`config.mk`:
```
export PLATFORM = sky130hd
export DESIGN_NAME = onchip_mem_arbiter
export DESIGN_NICKNAME = d
export VERILOG_FILES = /design/src/rtl/onchip_mem_arbiter.sv
export SDC_FILE = /design/constraint.sdc
export NUM_CORES = 1
export LEC_CHECK = 0
export ABC_AREA = 0
export CAP_MARGIN = 10
export CORE_AREA = 5 5 93 95
export CTS_BUF_LIST = sky130_fd_sc_hd__clkbuf_16
export DETAILED_ROUTE_END_ITERATION = 7
export DIE_AREA = 0 0 98 100
export GPL_TIMING_DRIVEN = 0
export HOLD_SLACK_MARGIN = 0.02
export PLACE_DENSITY = 0.77
export RECOVER_POWER = 50
export SLEW_MARGIN = 30
export SYNTH_ARGS = -nofsm -noshare
export SYNTH_HDL_FRONTEND = slang
export SYNTH_SLANG_ARGS = --single-unit
```
`constraint.sdc`:
```
create_clock -name clk -period 2.4 [get_ports clk]
set_input_delay 0.24 -clock clk [delete_from_list [all_inputs] [get_ports clk]]
set_output_delay 0.24 -clock clk [all_outputs]
set_load 0.02 [all_outputs]
```
`src/rtl/onchip_mem_arbiter.sv`:
```
// Two-requester Avalon-MM arbiter in front of one single-port on-chip memory.
// The grant is combinational: a granted request is accepted in the same cycle,
// and read data comes back one cycle later on the granted requester's
// readdatavalid. Contention is resolved round-robin or by fixed priority, and
// each winner may hold the memory for a bounded burst of consecutive beats.
//
// Handshake: a requester's transfer is accepted in any cycle where it drives
// read or write high and sees waitrequest low; it must keep the request
// stable while waitrequest is high. Each accepted read produces exactly one
// readdatavalid pulse on the following cycle, in acceptance order.
module onchip_mem_arbiter #(
    parameter int ADDR_W        = 9,
    parameter int DATA_W        = 32,
    parameter int MAX_BURST     = 8,
    parameter int PRIORITY_MODE = 0
) (
    input  logic                clk,
    input  logic                reset,
    input  logic [ADDR_W-1:0]   m0_address,
    input  logic [DATA_W/8-1:0] m0_byteenable,
    input  logic                m0_read,
    input  logic                m0_write,
    input  logic [DATA_W-1:0]   m0_writedata,
    input  logic                m0_debugaccess,
    output logic                m0_waitrequest,
    output logic [DATA_W-1:0]   m0_readdata,
    output logic                m0_readdatavalid,
    input  logic [ADDR_W-1:0]   m1_address,
    input  logic [DATA_W/8-1:0] m1_byteenable,
    input  logic                m1_read,
    input  logic                m1_write,
    input  logic [DATA_W-1:0]   m1_writedata,
    input  logic                m1_debugaccess,
    output logic                m1_waitrequest,
    output logic [DATA_W-1:0]   m1_readdata,
    output logic                m1_readdatavalid,
    output logic [ADDR_W-1:0]   mem_address,
    output logic [DATA_W/8-1:0] mem_byteenable,
    output logic                mem_chipselect,
    output logic                mem_write,
    output logic [DATA_W-1:0]   mem_writedata,
    output logic                mem_debugaccess,
    output logic                mem_clken,
    input  logic [DATA_W-1:0]   mem_readdata
);

    localparam int CNT_W = $clog2(MAX_BURST + 1);
    localparam logic [CNT_W-1:0] MAX_CNT = CNT_W'(MAX_BURST);

    logic             req0, req1;
    logic             owner;      // id granted most recently
    logic             rr_ptr;     // id preferred on the next fresh contention
    logic [CNT_W-1:0] hold_cnt;   // consecutive grants to owner; 0 = idle last cycle
    logic             rd_pend;    // a read was accepted last cycle
    logic             rd_id;      // which requester that read belongs to
    logic             gnt_any;
    logic             gnt_id;
    logic             gnt_read;
    logic             gnt_write;
    logic             sel1;

    assign req0 = m0_read | m0_write;
    assign req1 = m1_read | m1_write;

    // Grant decision: burst hold first, then forced switch at the burst limit,
    // otherwise round-robin pointer or fixed priority. Nothing granted in reset.
    always_comb begin
        gnt_any = 1'b0;
        gnt_id  = 1'b0;
        if (!reset) begin
            if (req0 && req1) begin
                gnt_any = 1'b1;
                if (hold_cnt != '0 && hold_cnt < MAX_CNT)
                    gnt_id = owner;
                else if (hold_cnt == MAX_CNT)
                    gnt_id = ~owner;
                else
                    gnt_id = (PRIORITY_MODE != 0) ? 1'b0 : rr_ptr;
            end else if (req0) begin
                gnt_any = 1'b1;
                gnt_id  = 1'b0;
            end else if (req1) begin
                gnt_any = 1'b1;
                gnt_id  = 1'b1;
            end
        end
    end

    assign sel1      = gnt_any & gnt_id;
    assign gnt_write = gnt_id ? m1_write : m0_write;
    assign gnt_read  = gnt_id ? m1_read  : m0_read;

    // Arbitration state and the one-deep read-return tracker.
    always_ff @(posedge clk or posedge reset) begin
        if (reset) begin
            rd_pend  <= 1'b0;
            rd_id    <= 1'b0;
            owner    <= 1'b0;
            hold_cnt <= '0;
            rr_ptr   <= 1'b0;
        end else begin
            // A request with both read and write set is a write with no return.
            rd_pend <= gnt_any & gnt_read & ~gnt_write;
            if (gnt_any) begin
                rd_id  <= gnt_id;
                owner  <= gnt_id;
                rr_ptr <= ~gnt_id;
                if (hold_cnt != '0 && owner == gnt_id)
                    hold_cnt <= (hold_cnt == MAX_CNT) ? MAX_CNT : hold_cnt + 1'b1;
                else
                    hold_cnt <= CNT_W'(1);
            end else begin
                hold_cnt <= '0;
            end
        end
    end

    assign m0_waitrequest   = ~(gnt_any & ~gnt_id);
    assign m1_waitrequest   = ~(gnt_any &  gnt_id);
    assign m0_readdata      = mem_readdata;
    assign m1_readdata      = mem_readdata;
    assign m0_readdatavalid = rd_pend & ~rd_id;
    assign m1_readdatavalid = rd_pend &  rd_id;

    assign mem_address     = sel1 ? m1_address     : m0_address;
    assign mem_byteenable  = sel1 ? m1_byteenable  : m0_byteenable;
    assign mem_writedata   = sel1 ? m1_writedata   : m0_writedata;
    assign mem_debugaccess = sel1 ? m1_debugaccess : m0_debugaccess;
    assign mem_chipselect  = gnt_any;
    assign mem_write       = gnt_any & gnt_write;
    assign mem_clken       = 1'b1;

endmodule

```
**Word level (Yosys, flattened, before mapping)**

Index checks and enable logic that the tools add are counted.

- Logic and storage cells: 44
- Bits in registers: 7
- Output and inout port bits: 117
- Input bits: 130

- Mux-type cells: 18
- Equal/unequal tests: 2
- Add/subtract/negate cells: 1
- $lt $le $gt $ge: 1
- Reductions and logical operators: 4
- Bitwise gates (word level): 14

Operator list:

| cell | count |
|---|---|
| 2-to-1 mux 32 bit | 1 |
| 2-to-1 mux 4 bit | 4 |
| 2-to-1 mux 1 bit | 12 |
| 2-to-1 mux 9 bit | 1 |
| AND 1 bit | 7 |
| inverter 1 bit | 5 |
| adder 4 x 1 -> 4 bit, second input constant | 1 |
| == test 4 bit, second input constant | 1 |
| less-than comparator 4 bit, second input constant | 1 |
| nonzero test 4 bit | 1 |
| logical AND 1 bit | 3 |
| OR 1 bit | 2 |
| == test 1 bit | 1 |

**Depth between registers and ports, before layout**

Gate-level depths: netlist (run 1).

- Depth in word-level cells: 9
- Gate-level depth with buffers: 8
- Mapped depth without buffers: 7

**Worst setup path before layout (run 1)**

OpenSTA, ideal clock, no wires.

- Path kind: register -> output
- Start: register hold_cnt[0]
- End: output port mem_writedata[23]
- Stages on the path, launching flop included: 9
- Required time: 2160 ps
- Slack: 182 ps
- Data arrival time: 1978 ps
- Path buffers: 1
- Path through: dfrtp_1 inv_1 ha_1 nand2b_4 and2_4 o32a_4 a21o_4 buf_6 mux2_4

- Longest elaborated chain between the ends: 7
- Elaborated cells between the ends (all ways): 10
- Those cells by class: order compare: 1; eq/ne: 1; mux: 5; bitwise: 1; reduce/logical: 2

Ends and longest elaborated chain:

| element | RTL line | RTL |
|---|---|---|
| start, declared | 53 | `logic [CNT_W-1:0] hold_cnt;` |
| start signal, assigned | 109 | `hold_cnt <= (hold_cnt == MAX_CNT) ? MAX_CNT : hold_cnt + 1'b1;` |
| less-than comparator 4 bit (tied with other cells) | 73 | `if (hold_cnt != '0 && hold_cnt < MAX_CNT)` |
| logical AND 1 bit / 2-to-1 mux 1 bit (equally long branches) | 73, 75 |  |
| 2-to-1 mux 1 bit * | 73 |  |
| 2-to-1 mux 1 bit * | 71 | `if (req0 && req1) begin` |
| 2-to-1 mux 1 bit * | 70 | `if (!reset) begin` |
| AND 1 bit * | 89 | `assign sel1 = gnt_any & gnt_id;` |
| 2-to-1 mux 32 bit * | 127 | `assign mem_writedata = sel1 ? m1_writedata : m0_writedata;` |
| end, declared | 41 | `output logic [DATA_W-1:0] mem_writedata,` |

Mark *: on every way between the ends. The rest lies on a longest branch, timed or not.

**Worst setup path after layout (run 1)**

- Start: register hold_cnt[0]
- End: output port mem_address[1]

- Longest elaborated chain between the ends: 7
- Elaborated cells between the ends (all ways): 10
- Those cells by class: order compare: 1; eq/ne: 1; mux: 5; bitwise: 1; reduce/logical: 2

Ends and longest elaborated chain:

| element | RTL line | RTL |
|---|---|---|
| less-than comparator 4 bit (tied with other cells) | 73 |  |
| logical AND 1 bit / 2-to-1 mux 1 bit (equally long branches) | 73, 75 |  |
| 2-to-1 mux 1 bit * | 73 |  |
| 2-to-1 mux 1 bit * | 71 |  |
| 2-to-1 mux 1 bit * | 70 |  |
| AND 1 bit * | 89 |  |
| 2-to-1 mux 9 bit * | 125 | `assign mem_address = sel1 ? m1_address : m0_address;` |
| end, declared | 37 | `output logic [ADDR_W-1:0] mem_address,` |

Marked as above.

==> qor.csv, run 1 <==
stage,metric,value,unit
synth,synth_common_cells,"buf_4, mux2_4, nor2_1, dfrtp_1",
routing,antenna_left,0,
place,hpwl,6920,um
power,power.density,457,nW/um^2
critical_path,path_class,register to output port,
clock_tree,clkTransAtPathRegs,0.04,ns
synth,ys_warn_count,0,
clock_tree,cts_max_path_buffers,2,
clock_tree,cts_made_buffers,3,
global_route,grt_util_all_layers,14.5,%
die,num_rows,32,
die,floorplan.die.width,98,um
power,leakage,0.00210,uW
routing,firstDrtPassIters,4,
global_route,grt_overflow,0,
sta,setup_viol,48,
critical_path,reg2reg_slack,0.38,ns
critical_path,cp.arrival,2.36,ns
die,die_h,100,um
synth,syn_nets,307,
die,start_util,22.9,%
global_route,grt_pass1_vias,2258,
critical_path,endpoint_kind,output port,
global_route,antenna_found_initial,0,
synth,ys_seq_elements,7,
layout,flow.area_growth_from_synthesis,151,%
place,io_buffers,213,
synth,syn-cell-area,1750,um^2
place,place.gp.congestion,0.810,
die,core,7650,um^2
layout,antennaDiodeCount,0,
sta,min_period,2.60,ns
sta,rsz0062_at_grt,yes,
layout,drive_above_1_share,47.9,%
sta,tightest_slew,0.495,ns
routing,wl,8000,um
layout,postLayoutCellArea,4390,um^2
run_status,status,finished with violations,
synth,yosys_most_used_dff,dfrtp_1,
synth,seq_area_frac_synth,10.0,%
critical_path,critPathLaunchType,register,
global_route,grt_max_degree,11,
synth,synth_cell_type_count,31,
sta,setup_slack,-0.200,ns
synth,synth_top_area_cell,mux2_4,
clock_tree,cts_root_buf,clkbuf_16,
layout,final_nets,540,
sta,relSlewSlack,66.8,%
global_route,grt_pass1_wl,11500,um
sta,period_share,108,%
critical_path,critical_path_peak_fanout,5,
routing,first_iter_violations,20,
sta,slew_violations,0,
synth,synth.area.top_cells,"mux2_4, buf_4, dfrtp_1",
sta,hold_viol,0,
synth,synth-edff-count,0,
synth,syn_avg_cell_area,10.0,um^2
layout,fill_cells,650,
place,dpl-instance-area,4010,um^2
sta,worst_hold_slack,0.482,ns
sta,fmax,385,MHz
run_status,failed_checks,setup timing,
place,pre_cts_slack,-0.488,ns
clock_tree,clk_latency,0.23,ns
synth,synth_top_cell_area_share,39.5,%
hold_path,worst_hold_path_type,input port to async pin,
die,io_pins,247,
critical_path,crit_required,2.16,ns
routing,num_vias,2065,
routing,drc,0,
power,peakVddDrop,0.197,mV
routing,viasPerCell,4.06,
clock_tree,clkSinkCount,7,
synth,ys_async_sr_fraction,100,%
clock_tree,htreeDepth,1,
clock_tree,tritoncts,built,
synth,synth_cells,175,
synth,synth_most_common_cell,buf_4,
sta,skew,0.00338,ns
flow_run,cap_violations,0,
routing,wire_per_inst,15.7,um
die,die-area,9800,um^2
==> metal layers <==
metal | vias up | wire [um] | GRT usage (%) | share of wire (%)
met2 | 157 | 4280 | 28.1 | 54
met5 | - | 0 | 0 | 0
met3 | 14 | 1030 | 6.74 | 13
met1 | 896 | 2470 | 12.6 | 31
met4 | 0 | 221 | 6.28 | 2.8
li1 | 998 | - | - | -
==> cells in the final DEF (no fill, tap or decap), types with 2 or more instances in the layout <==
cell type / Yosys / layout
o21a_1: 2 / 2
buf_2: 0 / 2
nor2b_1: 4 / 4
o21ai_0: 4 / 4
a21oi_1: 4 / 4
clkbuf_16: 0 / 6
nand2_1: 3 / 2
inv_2: 0 / 2
dlygate4sd3_1: 0 / 34
buf_4: 65 / 75
nor2_1: 9 / 8
mux2_4: 46 / 46
dfrtp_1: 7 / 7
buf_12: 0 / 5
clkdlybuf4s50_1: 0 / 130
a21o_4: 1 / 2
inv_1: 5 / 4
buf_6: 5 / 46
==> state kept, by name, summed over array words and instances (netlist names) <==
name	count
rd_pend	1
hold_cnt	4
rr_ptr	1
rd_id	1
==> layout make-up <==
cell class	instances	area [um^2]	area share, %
clock inverter	1	3.75	0.0854
multi-input combinational	94	1050	23.9
sequential	7	175	3.99
inverter	5	18.8	0.427
tap	102	128	2.90
timing repair buffer	227	2360	53.6
clock buffer	3	75.1	1.71
buffer	70	588	13.4
==> through the flow <==
stage,util [%],total power (uW),TNS [ns],std cells
3_5_place_dp,52.4,1500,-22.03,490
3_3_place_gp,52.4,1490,-20.50,490
6_report,57.5,2010,-7.86,509
5_1_grt,57.5,2110,-10.62,509
2_1_floorplan,-,933,0,175
4_1_cts,52.7,1820,-8.71,501
==> worst paths after layout <==
kind,start,endpoint,cells past startpoint
setup / recovery,hold_cnt[0],mem_address[1],9
hold / removal,reset,rd_pend,2
setup reg to reg,hold_cnt[0],rr_ptr,9
hold reg to reg,hold_cnt[3],hold_cnt[1],2
max in group asynchronous,reset,hold_cnt[2],2
min in group clk,hold_cnt[3],hold_cnt[1],2
==> timing repair <==
| action | 4_1_cts | 5_1_grt |
|---|---|---|
| hold buffers | 0 | 0 |
| gates cloned | 1 | 4 |
| endpoints found under the setup margin | 49 | 49 |
| pin swaps | 1 | 4 |
| gates resized for setup | 226 | 91 |
| buffers inserted | 6 | 4 |
==> power by group <==
group          leakage [uW]  internal (uW)  switching, uW
combinational       0.00197            949            612
sequential        0.0000898            140           24.1
clock             0.0000423            217           65.4
==> cell families after synthesis <==
| group | after synthesis | synth area share [%] |
|---|---|---|
| muxes | 48 | 40.7 |
| xor gates and xnor gates | 1 | 0.500 |
| buffers and inverters | 75 | 32.2 |
| DFF | 7 | 10.0 |
| other | 1 | 0.214 |
| adders and majority gates | 2 | 1.43 |
| AOI/OAI and AO/OA | 17 | 7.58 |
| and+or+nand+nor | 24 | 7.43 |
==> critical path: stages, from the launching register on <==
cell	delay, ns
dfrtp_1	0.39
inv_2	0.07
ha_4	0.16
nand2b_4	0.07
and2_4	0.16
o32a_4	0.38
a21o_4	0.29
clkbuf_16	0.18
mux2_4	0.30
buf_6	0.13
Note: power is estimated with default switching activity, not from simulation.
==> run 2, diff against run 1 <==
CORE_AREA = 2 2 95 97   (was 5 5 93 95)
DIE_AREA = 0 0 97 99   (was 0 0 98 100)
PLACE_DENSITY = 0.7   (was 0.77)
==> run 2 against run 1 <==
Against the previous run:
- the flow still finishes with violations (setup timing)
- setup slack improved by 0.011 ns
- hold slack improved by 0.0072 ns
- clock power rose by 3%
- register-to-register slack about the same
==> qor.csv, run 2 (same netlist as run 1, synthesis figures left out) <==
stage,metric,value,unit,change
clock_tree,clkSinkCount,7,,unchanged
clock_tree,clkTransAtPathRegs,0.04,ns,about the same
die,floorplan.die.width,97,um,-1.0%
die,core,8550,um^2,+12%
layout,flow.area_growth_from_synthesis,149,%,
sta,fmax,386,MHz,+0.43%
global_route,grt_overflow,0,,unchanged
power,leakage,0.00208,uW,-0.94%
critical_path,path_class,register to output port,,
sta,setup_viol,46,,-4.2%
routing,viasPerCell,4.03,,-0.63%
critical_path,cp.arrival,2.35,ns,about the same
global_route,grt_pass1_vias,2003,,-11%
layout,postLayoutCellArea,4360,um^2,-0.74%
global_route,grt_max_degree,11,,unchanged
sta,min_period,2.59,ns,-0.0111 ns
place,dpl-instance-area,4020,um^2,+0.19%
clock_tree,hold_buffers,0,,unchanged
layout,final_common_cell,clkdlybuf4s50_1,,
critical_path,max_stage_delay,0.38,ns,about the same
global_route,grt_util_all_layers,14.3,%,-0.15 points
die,num_rows,34,,+6.3%
place,io_buffers,213,,unchanged
global_route,grt_pass1_wl,10900,um,-4.5%
power,power_frac_seq,8.2,%,about the same
routing,wire_per_inst,15.1,um,-3.7%
global_route,antenna_found_initial,0,,unchanged
critical_path,crit_required,2.16,ns,about the same
hold_path,worst_hold_path_type,input port to async pin,,
layout,final_nets,537,,-0.56%
place,place.gp.congestion,0.815,,+0.67%
clock_tree,cts_max_path_buffers,2,,unchanged
power,power,1990,uW,-0.87%
critical_path,endpoint_kind,output port,,
power,peakVddDrop,0.252,mV,+28%
routing,wl,7750,um,-3.1%
routing,first_iter_violations,14,,-30%
die,die-area,9600,um^2,-2.0%
power,power_frac_comb,77.2,%,-0.6 points
flow_run,cap_violations,0,,unchanged
sta,skew,0.00155,ns,-0.00183 ns
die,die_h,99,um,-1.0%
layout,antennaDiodeCount,0,,unchanged
place,pre_cts_slack,-0.524,ns,-0.0362 ns
routing,antenna_left,0,,unchanged
layout,final_cell_mix,"clkdlybuf4s50_1, buf_4, mux2_4",,
routing,firstDrtPassIters,4,,unchanged
critical_path,critPathLaunchType,register,,
power,p_int,1280,uW,-1.7%
clock_tree,htreeDepth,1,,unchanged
sta,setup_slack,-0.189,ns,+0.0111 ns
run_status,status,finished with violations,,
layout,drive_above_1_share,47.3,%,-0.63 points
critical_path,crit-reg2reg-launch,hold_cnt[0],,
power,power.density,456,nW/um^2,-0.13%
sta,hold_viol,0,,unchanged
sta,period_share,108,%,-0.46 points
clock_tree,tritoncts,built,,
sta,slew_violations,0,,unchanged
critical_path,startpoint,hold_cnt[0],,
routing,drc,0,,unchanged
clock_tree,cts_root_buf,clkbuf_16,,
critical_path,cp_slowest_cell,dfrtp_1,,
clock_tree,clk_latency,0.24,ns,about the same
power,power.net_switching,707,uW,+0.76%
critical_path,critical_path_peak_fanout,5,,unchanged
clock_tree,cts_made_buffers,3,,unchanged
critical_path,crit_path_cell_trace,inv_2 -> ha_4 -> nand2b_4 -> and2_4 -> o32a_4 -> a21o_4 -> clkbuf_16 -> mux2_4 -> buf_6,,
routing,num_vias,2064,,-0.048%
run_status,failed_checks,setup timing,,
power,p_clk_share,14.6,%,+0.5 points
sta,rsz0062_at_grt,yes,,
die,start_util,20.5,%,-2.4 points
layout,largest_register_ffs,4,,unchanged
sta,worst_hold_slack,0.489,ns,+0.00717 ns
power,p_sw_share,35.5,%,+0.57 points
layout,regMostFlops,hold_cnt,,
place,hpwl,6450,um,-6.7%
die,io_pins,247,,unchanged
run 2: metrics by stage:
step	util, %	setup TNS [ns]	cells
6_report	51.0	-7.51	512
5_1_grt	51.0	-10.85	512
4_1_cts	47.6	-8.09	506
3_5_place_dp	47.0	-21.37	496
3_3_place_gp	47.0	-19.89	496
2_1_floorplan	-	0	175
run 2: worst paths after layout:
kind / to / slack [ns] / cells after the start
worst max-delay path: mem_writedata[2] / -0.19 / 9
worst min-delay path: rd_pend / 0.49 / 2
worst max register to register: rd_id / 0.39 / 9
worst min register to register: hold_cnt[1] / 0.58 / 2
max in group asynchronous: hold_cnt[3] / 1.67 / 2
min in group clk: hold_cnt[1] / 0.58 / 2
run 2: final cells by class:
type	instances	area, um^2
Fill cell	799	4190
Timing Repair Buffer	224	2330
Multi-Input combinational cell	94	1040
Buffer	70	583
Sequential cell	7	175
Tap cell	108	135
Clock buffer	3	75.1
Inverter	5	18.8
Clock inverter	1	3.75
run 2: worst max-delay path, delay by kind of cell, from the launching register on:
| kind | cells | cell delay (ns) |
|---|---|---|
| flip-flops | 1 | 0.38 |
| multiplexers | 1 | 0.30 |
| AO/OA/AOI/OAI | 2 | 0.67 |
| AND/OR/NAND/NOR | 2 | 0.22 |
| adder cells (fa/ha/maj) | 1 | 0.15 |
| buffers and inverters | 3 | 0.39 |
run 2: timing repair:
item                                    4_1_cts  5_1_grt
endpoints found under the setup margin       49       49
resized for setup                           246       68
pin swaps                                     2        3
buffers inserted                              5        2
gates cloned                                  1        4
run 2: power by group through the flow:
stage	clock network [uW]	registers [uW]	logic [uW]
2_1_floorplan	0	159	773
3_3_place_gp	0	164	1330
3_5_place_dp	0	164	1340
4_1_cts	292	162	1380
5_1_grt	298	168	1620
6_report	290	163	1540
run 2: layer usage:
layer,global-route usage (%),wire length (um)
met5,0,0
met4,3.14,91
met3,2.84,537
met2,27.9,4290
met1,15.9,2830
